**config.mk**
```make
export PLATFORM = sky130hd
export DESIGN_NAME = serial_add_ctrl_flat
export DESIGN_NICKNAME = d
export VERILOG_FILES = /design/src/rtl/serial_add_ctrl_if.sv /design/src/rtl/serial_add_ctrl.sv /design/src/flat_wrapper.sv
export SDC_FILE = /design/constraint.sdc
export NUM_CORES = 1
export LEC_CHECK = 0
export ABC_AREA = 0
export BUFFER_PORTS_ARGS = -buffer_cell sky130_fd_sc_hd__clkbuf_2
export CORE_UTILIZATION = 49
export DETAILED_ROUTE_END_ITERATION = 16
export PLACE_DENSITY = 0.76
export SYNTH_ARGS = -nofsm -noshare
export SYNTH_HDL_FRONTEND = slang
export SYNTH_SLANG_ARGS = --single-unit
export TNS_END_PERCENT = 30
```
**constraint.sdc**
```tcl
create_clock -name clk -period 1.4 [get_ports clk]
set_clock_uncertainty 0.1 [all_clocks]
set_input_delay 0.28 -clock clk [delete_from_list [all_inputs] [get_ports clk]]
set_output_delay 0.28 -clock clk [all_outputs]
set_load 0.02 [all_outputs]
```
**src/rtl/serial_add_ctrl_if.sv**
```systemverilog
// Operand/result handshake plus the shared full-adder link for serial_add_ctrl.
// The ovf signal exists only when SERIAL_ADD_OVF_EN is defined.
interface serial_add_ctrl_if #(
   parameter int WIDTH = 4
);
   logic             start;
   logic [WIDTH-1:0] a;
   logic [WIDTH-1:0] b;
   logic             cin;
   logic             fa_a;
   logic             fa_b;
   logic             fa_cin;
   logic             fa_sum;
   logic             fa_cout;
   logic             busy;
   logic             done;
   logic [WIDTH-1:0] sum;
   logic             cout;
`ifdef SERIAL_ADD_OVF_EN
   logic             ovf;
`endif

   modport master (
      output start, a, b, cin, fa_sum, fa_cout,
`ifdef SERIAL_ADD_OVF_EN
      input  ovf,
`endif
      input  fa_a, fa_b, fa_cin, busy, done, sum, cout
   );

   modport slave (
      input  start, a, b, cin, fa_sum, fa_cout,
`ifdef SERIAL_ADD_OVF_EN
      output ovf,
`endif
      output fa_a, fa_b, fa_cin, busy, done, sum, cout
   );
endinterface

```
**src/rtl/serial_add_ctrl.sv**
```systemverilog
// Bit-serial adder sequencer around one shared full adder, LSB first.
// Define SERIAL_ADD_OVF_EN to add the two's-complement overflow flag.
module serial_add_ctrl #(
   parameter int WIDTH = 4
) (
   input  logic              clk,
   input  logic              rst,
   serial_add_ctrl_if.slave  bus
);
   localparam int CW = $clog2(WIDTH) + 1;

   typedef enum logic [1:0] {
      S_IDLE,
      S_RUN,
      S_DONE
   } state_t;

   state_t           r_state;
   state_t           w_next;
   logic [WIDTH-1:0] r_sa;
   logic [WIDTH-1:0] r_sb;
   logic             r_carry;
   logic [CW-1:0]    r_cnt;
   logic [WIDTH-1:0] r_sum;
   logic             r_cout;
   logic             w_last;
   logic             w_run;
`ifdef SERIAL_ADD_OVF_EN
   logic             r_ovf;
`endif

   assign w_last = (r_cnt == CW'(WIDTH - 1));

   always_comb begin
      w_next = r_state;
      w_run  = 1'b0;
      unique case (r_state)
         S_IDLE: if (bus.start) w_next = S_RUN;
         S_RUN: begin
            w_run = 1'b1;
            if (w_last) w_next = S_DONE;
         end
         S_DONE: w_next = S_IDLE;
         default: w_next = S_IDLE;
      endcase
   end

   always_ff @(posedge clk) begin
      if (rst) begin
         r_state <= S_IDLE;
         r_sa    <= '0;
         r_sb    <= '0;
         r_carry <= 1'b0;
         r_cnt   <= '0;
         r_sum   <= '0;
         r_cout  <= 1'b0;
`ifdef SERIAL_ADD_OVF_EN
         r_ovf   <= 1'b0;
`endif
      end else begin
         r_state <= w_next;
         unique case (r_state)
            S_IDLE: begin
               if (bus.start) begin
                  r_sa    <= bus.a;
                  r_sb    <= bus.b;
                  r_carry <= bus.cin;
                  r_cnt   <= '0;
               end
            end
            S_RUN: begin
               r_sum   <= {bus.fa_sum, r_sum[WIDTH-1:1]};
               r_sa    <= r_sa >> 1;
               r_sb    <= r_sb >> 1;
               r_carry <= bus.fa_cout;
               r_cnt   <= r_cnt + CW'(1);
               if (w_last) begin
                  r_cout <= bus.fa_cout;
`ifdef SERIAL_ADD_OVF_EN
                  // carry into MSB vs carry out of MSB
                  r_ovf  <= r_carry ^ bus.fa_cout;
`endif
               end
            end
            default: ;
         endcase
      end
   end

   assign bus.fa_a   = w_run & r_sa[0];
   assign bus.fa_b   = w_run & r_sb[0];
   assign bus.fa_cin = w_run & r_carry;
   assign bus.busy   = w_run;
   assign bus.done   = (r_state == S_DONE);
   assign bus.sum    = r_sum;
   assign bus.cout   = r_cout;
`ifdef SERIAL_ADD_OVF_EN
   assign bus.ovf    = r_ovf;
`endif
endmodule

```
**src/flat_wrapper.sv**
```systemverilog
// flat-port wrapper written by rule: the top's interface ports become plain ports
module serial_add_ctrl_flat 
#(
   parameter int WIDTH = 4
)
  (clk, rst, bus_start, bus_a, bus_b, bus_cin, bus_fa_sum, bus_fa_cout, bus_fa_a, bus_fa_b, bus_fa_cin, bus_busy, bus_done, bus_sum, bus_cout);
  serial_add_ctrl_if #(.WIDTH(WIDTH)) bus_i ();
  input  logic clk;
  input  logic rst;
  input wire logic [$bits(bus_i.start)-1:0] bus_start;
  input wire logic [$bits(bus_i.a)-1:0] bus_a;
  input wire logic [$bits(bus_i.b)-1:0] bus_b;
  input wire logic [$bits(bus_i.cin)-1:0] bus_cin;
  input wire logic [$bits(bus_i.fa_sum)-1:0] bus_fa_sum;
  input wire logic [$bits(bus_i.fa_cout)-1:0] bus_fa_cout;
  output wire logic [$bits(bus_i.fa_a)-1:0] bus_fa_a;
  output wire logic [$bits(bus_i.fa_b)-1:0] bus_fa_b;
  output wire logic [$bits(bus_i.fa_cin)-1:0] bus_fa_cin;
  output wire logic [$bits(bus_i.busy)-1:0] bus_busy;
  output wire logic [$bits(bus_i.done)-1:0] bus_done;
  output wire logic [$bits(bus_i.sum)-1:0] bus_sum;
  output wire logic [$bits(bus_i.cout)-1:0] bus_cout;
  assign bus_i.start = bus_start;
  assign bus_i.a = bus_a;
  assign bus_i.b = bus_b;
  assign bus_i.cin = bus_cin;
  assign bus_i.fa_sum = bus_fa_sum;
  assign bus_i.fa_cout = bus_fa_cout;
  assign bus_fa_a = bus_i.fa_a;
  assign bus_fa_b = bus_i.fa_b;
  assign bus_fa_cin = bus_i.fa_cin;
  assign bus_busy = bus_i.busy;
  assign bus_done = bus_i.done;
  assign bus_sum = bus_i.sum;
  assign bus_cout = bus_i.cout;
  serial_add_ctrl #(.WIDTH(WIDTH)) u_core (.clk(clk), .rst(rst), .bus(bus_i));
endmodule
```
### Word-level counts from Yosys, hierarchy flattened

Index checks and enable logic that the tools add are counted.

* word-level logic and storage cells: 33
* output and inout port bits: 10
* register bits after elaboration: 19

* mux-type cells: 12
* reduce and logical (&&, ||, !) cells: 5
* bitwise gates (word level): 3
* equal/unequal tests: 5
* $add $sub $neg: 1

Operators with widths (number)
* 4-bit case mux with 2 select lines: 2
* 4-bit 2-to-1 mux: 2
* 3-bit case mux with 2 select lines: 1
* 2-bit AND reduction: 3
* 2-bit 2-to-1 mux: 2
* 2-bit case mux with 2 select lines: 1
* 3-bit by 1-bit adder with 3-bit output (second input constant): 1
* 1-bit AND: 3
* 3-bit by 2-bit == test with 1-bit output (second input constant): 1
* 3-bit 2-to-1 mux: 1
* 2-bit by 1-bit == test with 1-bit output (second input constant): 1
* 2-bit == test (second input constant): 1
* 2-bit zero test: 1
* 1-bit 2-to-1 mux: 2
* 2-bit by 1-bit != test with 1-bit output (second input constant): 1
* 2-bit != test (second input constant): 1
* 1-bit case mux with 2 select lines: 1
* 2-bit nonzero test: 1

### Longest topological paths before layout

Gate-level depths: netlist (run 1).

* depth in word-level cells: 3
* gate-level depth with buffers: 5
* depth with buffers taken out: 5

### Worst setup path before layout (run 1)

OpenSTA, ideal clock, no wires.

* path kind: flip-flop to output port
* start point: register u_core.r_state[1]
* end point: output port bus_fa_a
* data arrival time: 0.985 ns
* data required time: 1.020 ns
* setup slack: 0.035 ns
* stages on the path, launching flop included: 5
* cell sequence: dfxtp_1 > nand2b_2 > inv_2 > buf_6 > and2_1

* cells in the longest elaborated chain, start to end: 3

RTL lines
* start: declaration: RTL line serial_add_ctrl.sv:18 `state_t r_state;`
* start signal: assignment: RTL line serial_add_ctrl.sv:61 `r_state <= w_next;`
* 2-bit by 1-bit == test with 1-bit output: RTL line serial_add_ctrl.sv:37 `unique case (r_state)`
* 1-bit 2-to-1 mux: RTL line serial_add_ctrl.sv:37
* net bus_busy: RTL line flat_wrapper.sv:19 `output wire logic [$bits(bus_i.busy)-1:0] bus_busy;`
* 1-bit AND: RTL line serial_add_ctrl.sv:90 `assign bus.fa_a = w_run & r_sa[0];`
* end: declaration: RTL line flat_wrapper.sv:16 `output wire logic [$bits(bus_i.fa_a)-1:0] bus_fa_a;`

The timed path passes the listed nets, and every way through them passes these cells.

### Worst setup path in the final report (run 1)

* start point: register u_core.r_state[1]
* end point: output port bus_fa_cin

* cells in the longest elaborated chain, start to end: 3

RTL lines
* 2-bit by 1-bit == test with 1-bit output: RTL line serial_add_ctrl.sv:37
* 1-bit 2-to-1 mux: RTL line serial_add_ctrl.sv:37
* 1-bit AND: RTL line serial_add_ctrl.sv:92 `assign bus.fa_cin = w_run & r_carry;`
* end: declaration: RTL line flat_wrapper.sv:18 `output wire logic [$bits(bus_i.fa_cin)-1:0] bus_fa_cin;`

No other way between the ends.

==> results.py, run 1 <==
metrics = {
    "outcome": {
        "status": "complete, but fails checks",
        "violations": "DRC, setup timing",
    },
    "placed_design": {
        "dpl.cell_count": 126,
        "place_area_um2": 971,
        "io_buffers": 23,
        "hpwlAfterDp_mm": 1.08,
        "globalplace.congestion": 0.721,
    },
    "timing": {
        "hold_viol": 0,
        "relSlewSlack_pct": 71.7,
        "tightest_slew_ns": 0.424,
        "whs_ns": 0.0966,
        "layout_setup_ws_ns": -0.0511,
        "setup_viol": 4,
        "final.period_utilization_pct": 104,
        "fmax_mhz": 689,
        "slew_viol_final": 0,
        "fin_crit_ns": 1.45,
        "rsz0062_at_grt": "yes",
    },
    "clock_network": {
        "cts_tree": "done",
        "root_buffer": "clkbuf_4",
        "cts_hold_buf": 0,
        "h-tree-depth": 1,
        "clock_sinks": 19,
        "path_clk_slew_ns": 0.10,
        "cts_buffer_depth": 2,
        "insertion_delay_ns": 0.29,
        "cts_buffers": 3,
    },
    "layout": {
        "nets": 135,
        "stdcell_area_um2": 1090,
        "drive_above_1_share_pct": 41.5,
        "area_delta_synth_final_pct": 28.1,
        "n_antenna_cell": 0,
        "stdcell_count": 134,
    },
    "pwr": {
        "p_int_uw": 779,
        "switchingPower_uw": 275,
        "p_seq_share_pct": 55.9,
        "pwr-share-clk_pct": 25.8,
        "max-vdd-ir-drop_v": 0.000608,
        "report.power.total_mw": 1.05,
        "swShare_pct": 26.1,
        "pwr-share-comb_pct": 18.3,
        "leakagePower_nw": 0.477,
        "power_density_nw_per_um2": 968,
    },
    "synthesis": {
        "synth_cell_types": 26,
        "yosys.area.top_type": "dfxtp_1",
        "synth_compound_area_share_pct": 18.3,
        "synthAdderAreaFrac_pct": 2.95,
        "synthCells": 87,
        "yosys.area_share.simple_pct": 17.2,
        "syn_nets": 103,
        "synth_area_per_cell_um2": 9.77,
        "synthXorXnorAreaFrac_pct": 0,
        "synthMuxAreaShare_pct": 9.43,
        "synth.top_cells.by_area": "dfxtp_1, mux2i_1, nor2_1",
        "syn_area_um2": 850,
        "yosysWarnings": 0,
        "ys_seq_area_share_pct": 44.8,
        "yosysTopAreaCellShare_pct": 44.8,
        "synth_top_family_by_area": "compound AO/OA/AOI/OAI gates",
        "ys_seq_elements": 19,
    },
    "drt": {
        "ant_nets": 0,
        "wl_per_cell_um": 11.6,
        "detail_route.first_pass.iterations": 10,
        "drt_wl_total_mm": 1.56,
        "drc": 1,
        "vias": 690,
        "vias_per_cell": 5.15,
        "dr.first_iter.drc_count": 11,
    },
    "run": {
        "drv_cap": 0,
    },
    "critical_path": {
        "cp-start-kind": "register",
        "crit_path_end_kind": "output pin",
        "crit_fanout": 5,
        "crit_type": "reg -> out",
        "crit_required_ns": 1.02,
        "worst-endpoint-arrival_ns": 1.07,
    },
    "floorplan": {
        "num_rows": 14,
        "die_y_um": 43.6,
        "die_x_um": 43.6,
        "io_pins": 24,
        "die_area_um2": 1900,
        "coreArea_um2": 1560,
        "initial_utilization_pct": 54.5,
    },
    "global_routing": {
        "grt_max_degree": 20,
        "grt_pass1_wl_mm": 2.66,
        "gr-total-overflow": 0,
        "first_global_vias": 638,
        "antenna_found_initial": 0,
        "grt.total_usage_pct": 19.0,
    },
    "worst_hold_path": {
        "hold_path.class": "in -> reg",
    },
}
-- state kept, by name, indices dropped and copies added (netlist names) --
name and cells:
u_core.r_carry 1, u_core.r_sb 4, u_core.r_sa 4, u_core.r_state 2
u_core.r_cnt 3, u_core.bus.sum 4, u_core.bus.cout 1
-- critical path, stage by stage (launching register included) --
cell,delay (ns)
dfxtp_2,0.33
nand2b_4,0.14
inv_4,0.07
and2_4,0.14
buf_8,0.10
-- synthesized netlist by cell type --
cell and instances:
a22oi_1 3, and2_1 3, mux2i_1 8, buf_6 2, nand3b_1 1, nor3b_1 1, ha_1 2, dfxtp_1 19
nand2_1 9, a21oi_1 5, nand2b_2 1, a2bb2oi_1 1, inv_2 1, buf_2 1, clkbuf_1 1, o21ba_4 1
nor2_1 11, buf_12 1, a211oi_1 5, inv_1 2, nor2b_1 1, nor3_1 1, nand3_1 1, a211oi_2 3
nor2_2 2, o21bai_1 1
-- final cells by class --
cell class                      count  area (um^2)
Fill cell                         119          470
Tap cell                           16         20.0
Inverter                            3         13.8
Sequential cell                    19          385
Clock buffer                        4         26.3
Timing Repair Buffer               32          219
Multi-Input combinational cell     60          424
-- layout by cell type (no fill, tap or decap), types with 2 or more instances in the layout --
| cell type | count |
|---|---|
| a211oi_1 | 4 |
| clkbuf_4 | 3 |
| buf_8 | 3 |
| nor2_1 | 11 |
| dfxtp_1 | 17 |
| ha_1 | 2 |
| mux2i_1 | 8 |
| nor2_2 | 2 |
| buf_4 | 9 |
| and2_4 | 3 |
| a21oi_1 | 5 |
| a211oi_2 | 4 |
| a22oi_1 | 3 |
| clkbuf_2 | 18 |
| inv_1 | 2 |
| nand2_1 | 9 |
-- metrics by stage --
stage	utilization, %	TNS [ns]	setup slack [ns]
final	69.8	-0.171	-0.0511
after global routing	69.8	-0.328	-0.0930
after CTS	68.6	-0.305	-0.0863
after detailed placement	62.3	0	0.0865
after global placement	62.3	0	0.124
after floorplan	-	0	0.0352
-- what timing repair did --
item / 4_1_cts / 5_1_grt
cloned: 0 / 0
setup endpoints to repair: 5 / 8
pin swaps: 2 / 1
resized for setup: 14 / 7
setup buffers: 3 / 1
-- kinds of logic after synthesis --
kind of cell / after synthesis
compound gates: 19
fa+ha+maj: 2
buf+inv: 8
flops: 19
mux: 8
simple gates: 31
-- power groups by stage --
stage	sequential [mW]	combinational, mW	clock [mW]
2_1_floorplan	0.601	0.121	0
3_3_place_gp	0.599	0.159	0
3_5_place_dp	0.600	0.163	0
4_1_cts	0.590	0.185	0.285
5_1_grt	0.593	0.214	0.294
6_report	0.589	0.193	0.271
-- metal layers --
metal	GRT usage [%]	up-vias	routed length, um
met5	0	-	0
met3	2.50	3	71
li1	-	367	-
met2	31.6	16	724
met1	24.9	304	742
met4	7.50	0	21
-- path summary, 6_finish.rpt --
path         depth (start not counted)         startpoint                 to  slack [ns]
max                                  4  u_core.r_state[1]         bus_fa_cin       -0.05
min                                  3         bus_fa_sum  u_core.bus.sum[3]         0.1
max reg2reg                          4  u_core.r_state[0]     u_core.r_sa[1]        0.08
min reg2reg                          2  u_core.bus.sum[0]  u_core.bus.sum[0]        0.36
(Power assumes the default switching activity.)
==> run 2, diff against run 1 <==
==> constraint.sdc (replaced) <==
create_clock -name clk -period 1.4 [get_ports clk]
set_clock_uncertainty 0.1 [all_clocks]
set_input_delay 0.28 -clock clk [delete_from_list [all_inputs] [get_ports clk]]
set_output_delay 0.28 -clock clk [all_outputs]
set_load 0.005 [all_outputs]
==> run 2 against run 1 <==
The run still ends with DRC, setup timing left. Final cell count down 0.75%. Utilization down 2.0 points. Fmax about the same. Die area unchanged. Total power down 2.2%. Highest routed layer unchanged.
==> results.py, run 2 (synthesis gave the netlist of run 1 again) <==
metrics = {
    "timing": {
        "setup_viol": 4,
        "fmax_mhz": 689,
        "layout_setup_ws_ns": -0.0510,
        "whs_ns": 0.104,
        "fin_crit_ns": 1.45,
        "rsz0062_at_grt": "yes",
        "slew_viol_final": 0,
        "final.period_utilization_pct": 104,
        "tightest_slew_ns": 0.411,
        "relSlewSlack_pct": 72.6,
        "hold_viol": 0,
    },
    "critical_path": {
        "crit_path_end_kind": "output pin",
        "crit_path_max_incr_delay_ns": 0.34,
        "slowest_stage": "dfxtp_2",
        "critPathBufInv": 2,
        "crit_fanout": 5,
        "crit_type": "reg -> out",
        "path_cells": "nand2b_4 > inv_4 > and2_4 > clkbuf_2",
        "crit_required_ns": 1.02,
        "cp-start-kind": "register",
        "worst-endpoint-arrival_ns": 1.07,
        "cp_top_family": "flip-flops",
    },
    "worst_hold_path": {
        "hold_path.class": "in -> reg",
    },
    "global_routing": {
        "gr-total-overflow": 0,
        "antenna_found_initial": 0,
        "first_global_vias": 663,
        "grt_pass1_wl_mm": 2.73,
        "grt_max_degree": 20,
        "grt.total_usage_pct": 19.2,
    },
    "clock_network": {
        "clock_sinks": 19,
        "root_buffer": "clkbuf_4",
        "insertion_delay_ns": 0.29,
        "cts_buffers": 3,
        "h-tree-depth": 1,
        "path_clk_slew_ns": 0.11,
        "cts_tree": "done",
        "cts_buffer_depth": 2,
        "cts_hold_buf": 0,
    },
    "layout": {
        "multiInputGateArea_um2": 417,
        "final_cell_mix": "clkbuf_2, dfxtp_1, nor2_1, nand2_1, mux2i_1",
        "ff_latch_area_um2": 385,
        "area_delta_synth_final_pct": 24.4,
        "final_common_cell": "clkbuf_2",
        "n_fill_cell": 132,
        "stdcell_count": 133,
        "n_antenna_cell": 0,
        "drive_above_1_share_pct": 39.3,
        "nets": 134,
        "fin_util_pct": 67.8,
    },
    "pwr": {
        "pwr-share-comb_pct": 16.5,
        "swShare_pct": 25.3,
        "pwr-share-clk_pct": 26.2,
        "switchingPower_uw": 261,
        "power_density_nw_per_um2": 975,
        "p_int_uw": 770,
        "p_seq_share_pct": 57.3,
        "leakagePower_nw": 0.466,
        "max-vdd-ir-drop_v": 0.000724,
    },
    "floorplan": {
        "die_x_um": 43.6,
        "die_area_um2": 1900,
        "die_y_um": 43.6,
        "num_rows": 14,
        "initial_utilization_pct": 54.5,
        "io_pins": 24,
        "coreArea_um2": 1560,
    },
    "drt": {
        "wl_met1_um": 772,
        "drc": 1,
        "wl_per_cell_um": 12.3,
        "ant_nets": 0,
        "dr.first_iter.drc_count": 12,
        "detail_route.first_pass.iterations": 10,
        "drt_wl_total_mm": 1.64,
        "wl_met2_um": 793,
        "wl_met3_um": 56,
        "vias": 713,
        "vias_per_cell": 5.36,
        "top_layer": "met4",
    },
    "placed_design": {
        "globalplace.congestion": 0.751,
        "dpl.cell_count": 126,
        "io_buffers": 23,
        "hpwlAfterDp_mm": 1.20,
    },
    "run": {
        "drv_cap": 0,
    },
    "outcome": {
        "violations": "DRC, setup timing",
        "status": "complete, but fails checks",
    },
}
[run 2: changes by cell type in the layout (fill, tap and decap cells not counted)]
cell,delta
a211oi_1,+1
a211oi_2,-1
and2_1,+1
and2_4,-1
buf_4,-3
buf_6,+3
buf_8,-3
clkbuf_2,+2
[run 2: cell type report]
type / count / share of cell area (%)
multi-input cells: 60 / 39.4
well taps: 16 / 1.89
flip-flops and latches: 19 / 36.4
inverters: 3 / 1.30
clock buffers: 4 / 2.49
repair buffers: 31 / 18.5
[run 2: routing by layer]
metal | global-route usage (%) | vias up
met5 | 0 | -
met4 | 9.38 | 0
met3 | 2.50 | 2
met2 | 31.0 | 13
met1 | 25.1 | 336
li1 | - | 362
[run 2: repair_timing]
item | in CTS | in global routing
endpoints found under the setup margin | 5 | 12
resized for setup | 9 | 3
pin swaps | 3 | 7
setup buffers | 2 | 1
[run 2: final timing paths]
path,cells past startpoint,endpoint,from,slack [ns]
max,4,bus_fa_b,u_core.r_state[1],-0.05
min,3,u_core.bus.sum[3],bus_fa_sum,0.10
max reg2reg,5,u_core.r_sa[2],u_core.r_state[1],0.03
min reg2reg,2,u_core.bus.cout,u_core.bus.cout,0.36
[run 2: worst min-delay path, delay by kind of cell]
kind | cells | cell delay, ns
compound gates | 1 | 0.05
buf+inv | 1 | 0.08
simple gates | 1 | 0.05
[run 2: stage by stage]
step	instance area (um^2)	setup WS, ns	power (mW)	setup TNS (ns)
after global placement	971	0.145	0.749	0
after floorplan	850	0.148	0.712	0
after CTS	1040	-0.0578	1.03	-0.195
final	1060	-0.0510	1.03	-0.136
after global routing	1060	-0.0912	1.08	-0.446
after detailed placement	971	0.118	0.755	0
[run 2: power by group through the flow]
stage	Combinational [mW]	Sequential, mW	Clock [mW]
global placement	0.149	0.600	0
detailed placement	0.153	0.602	0
floorplan	0.114	0.598	0
finish	0.170	0.591	0.270
global route	0.186	0.595	0.302
CTS	0.164	0.591	0.277
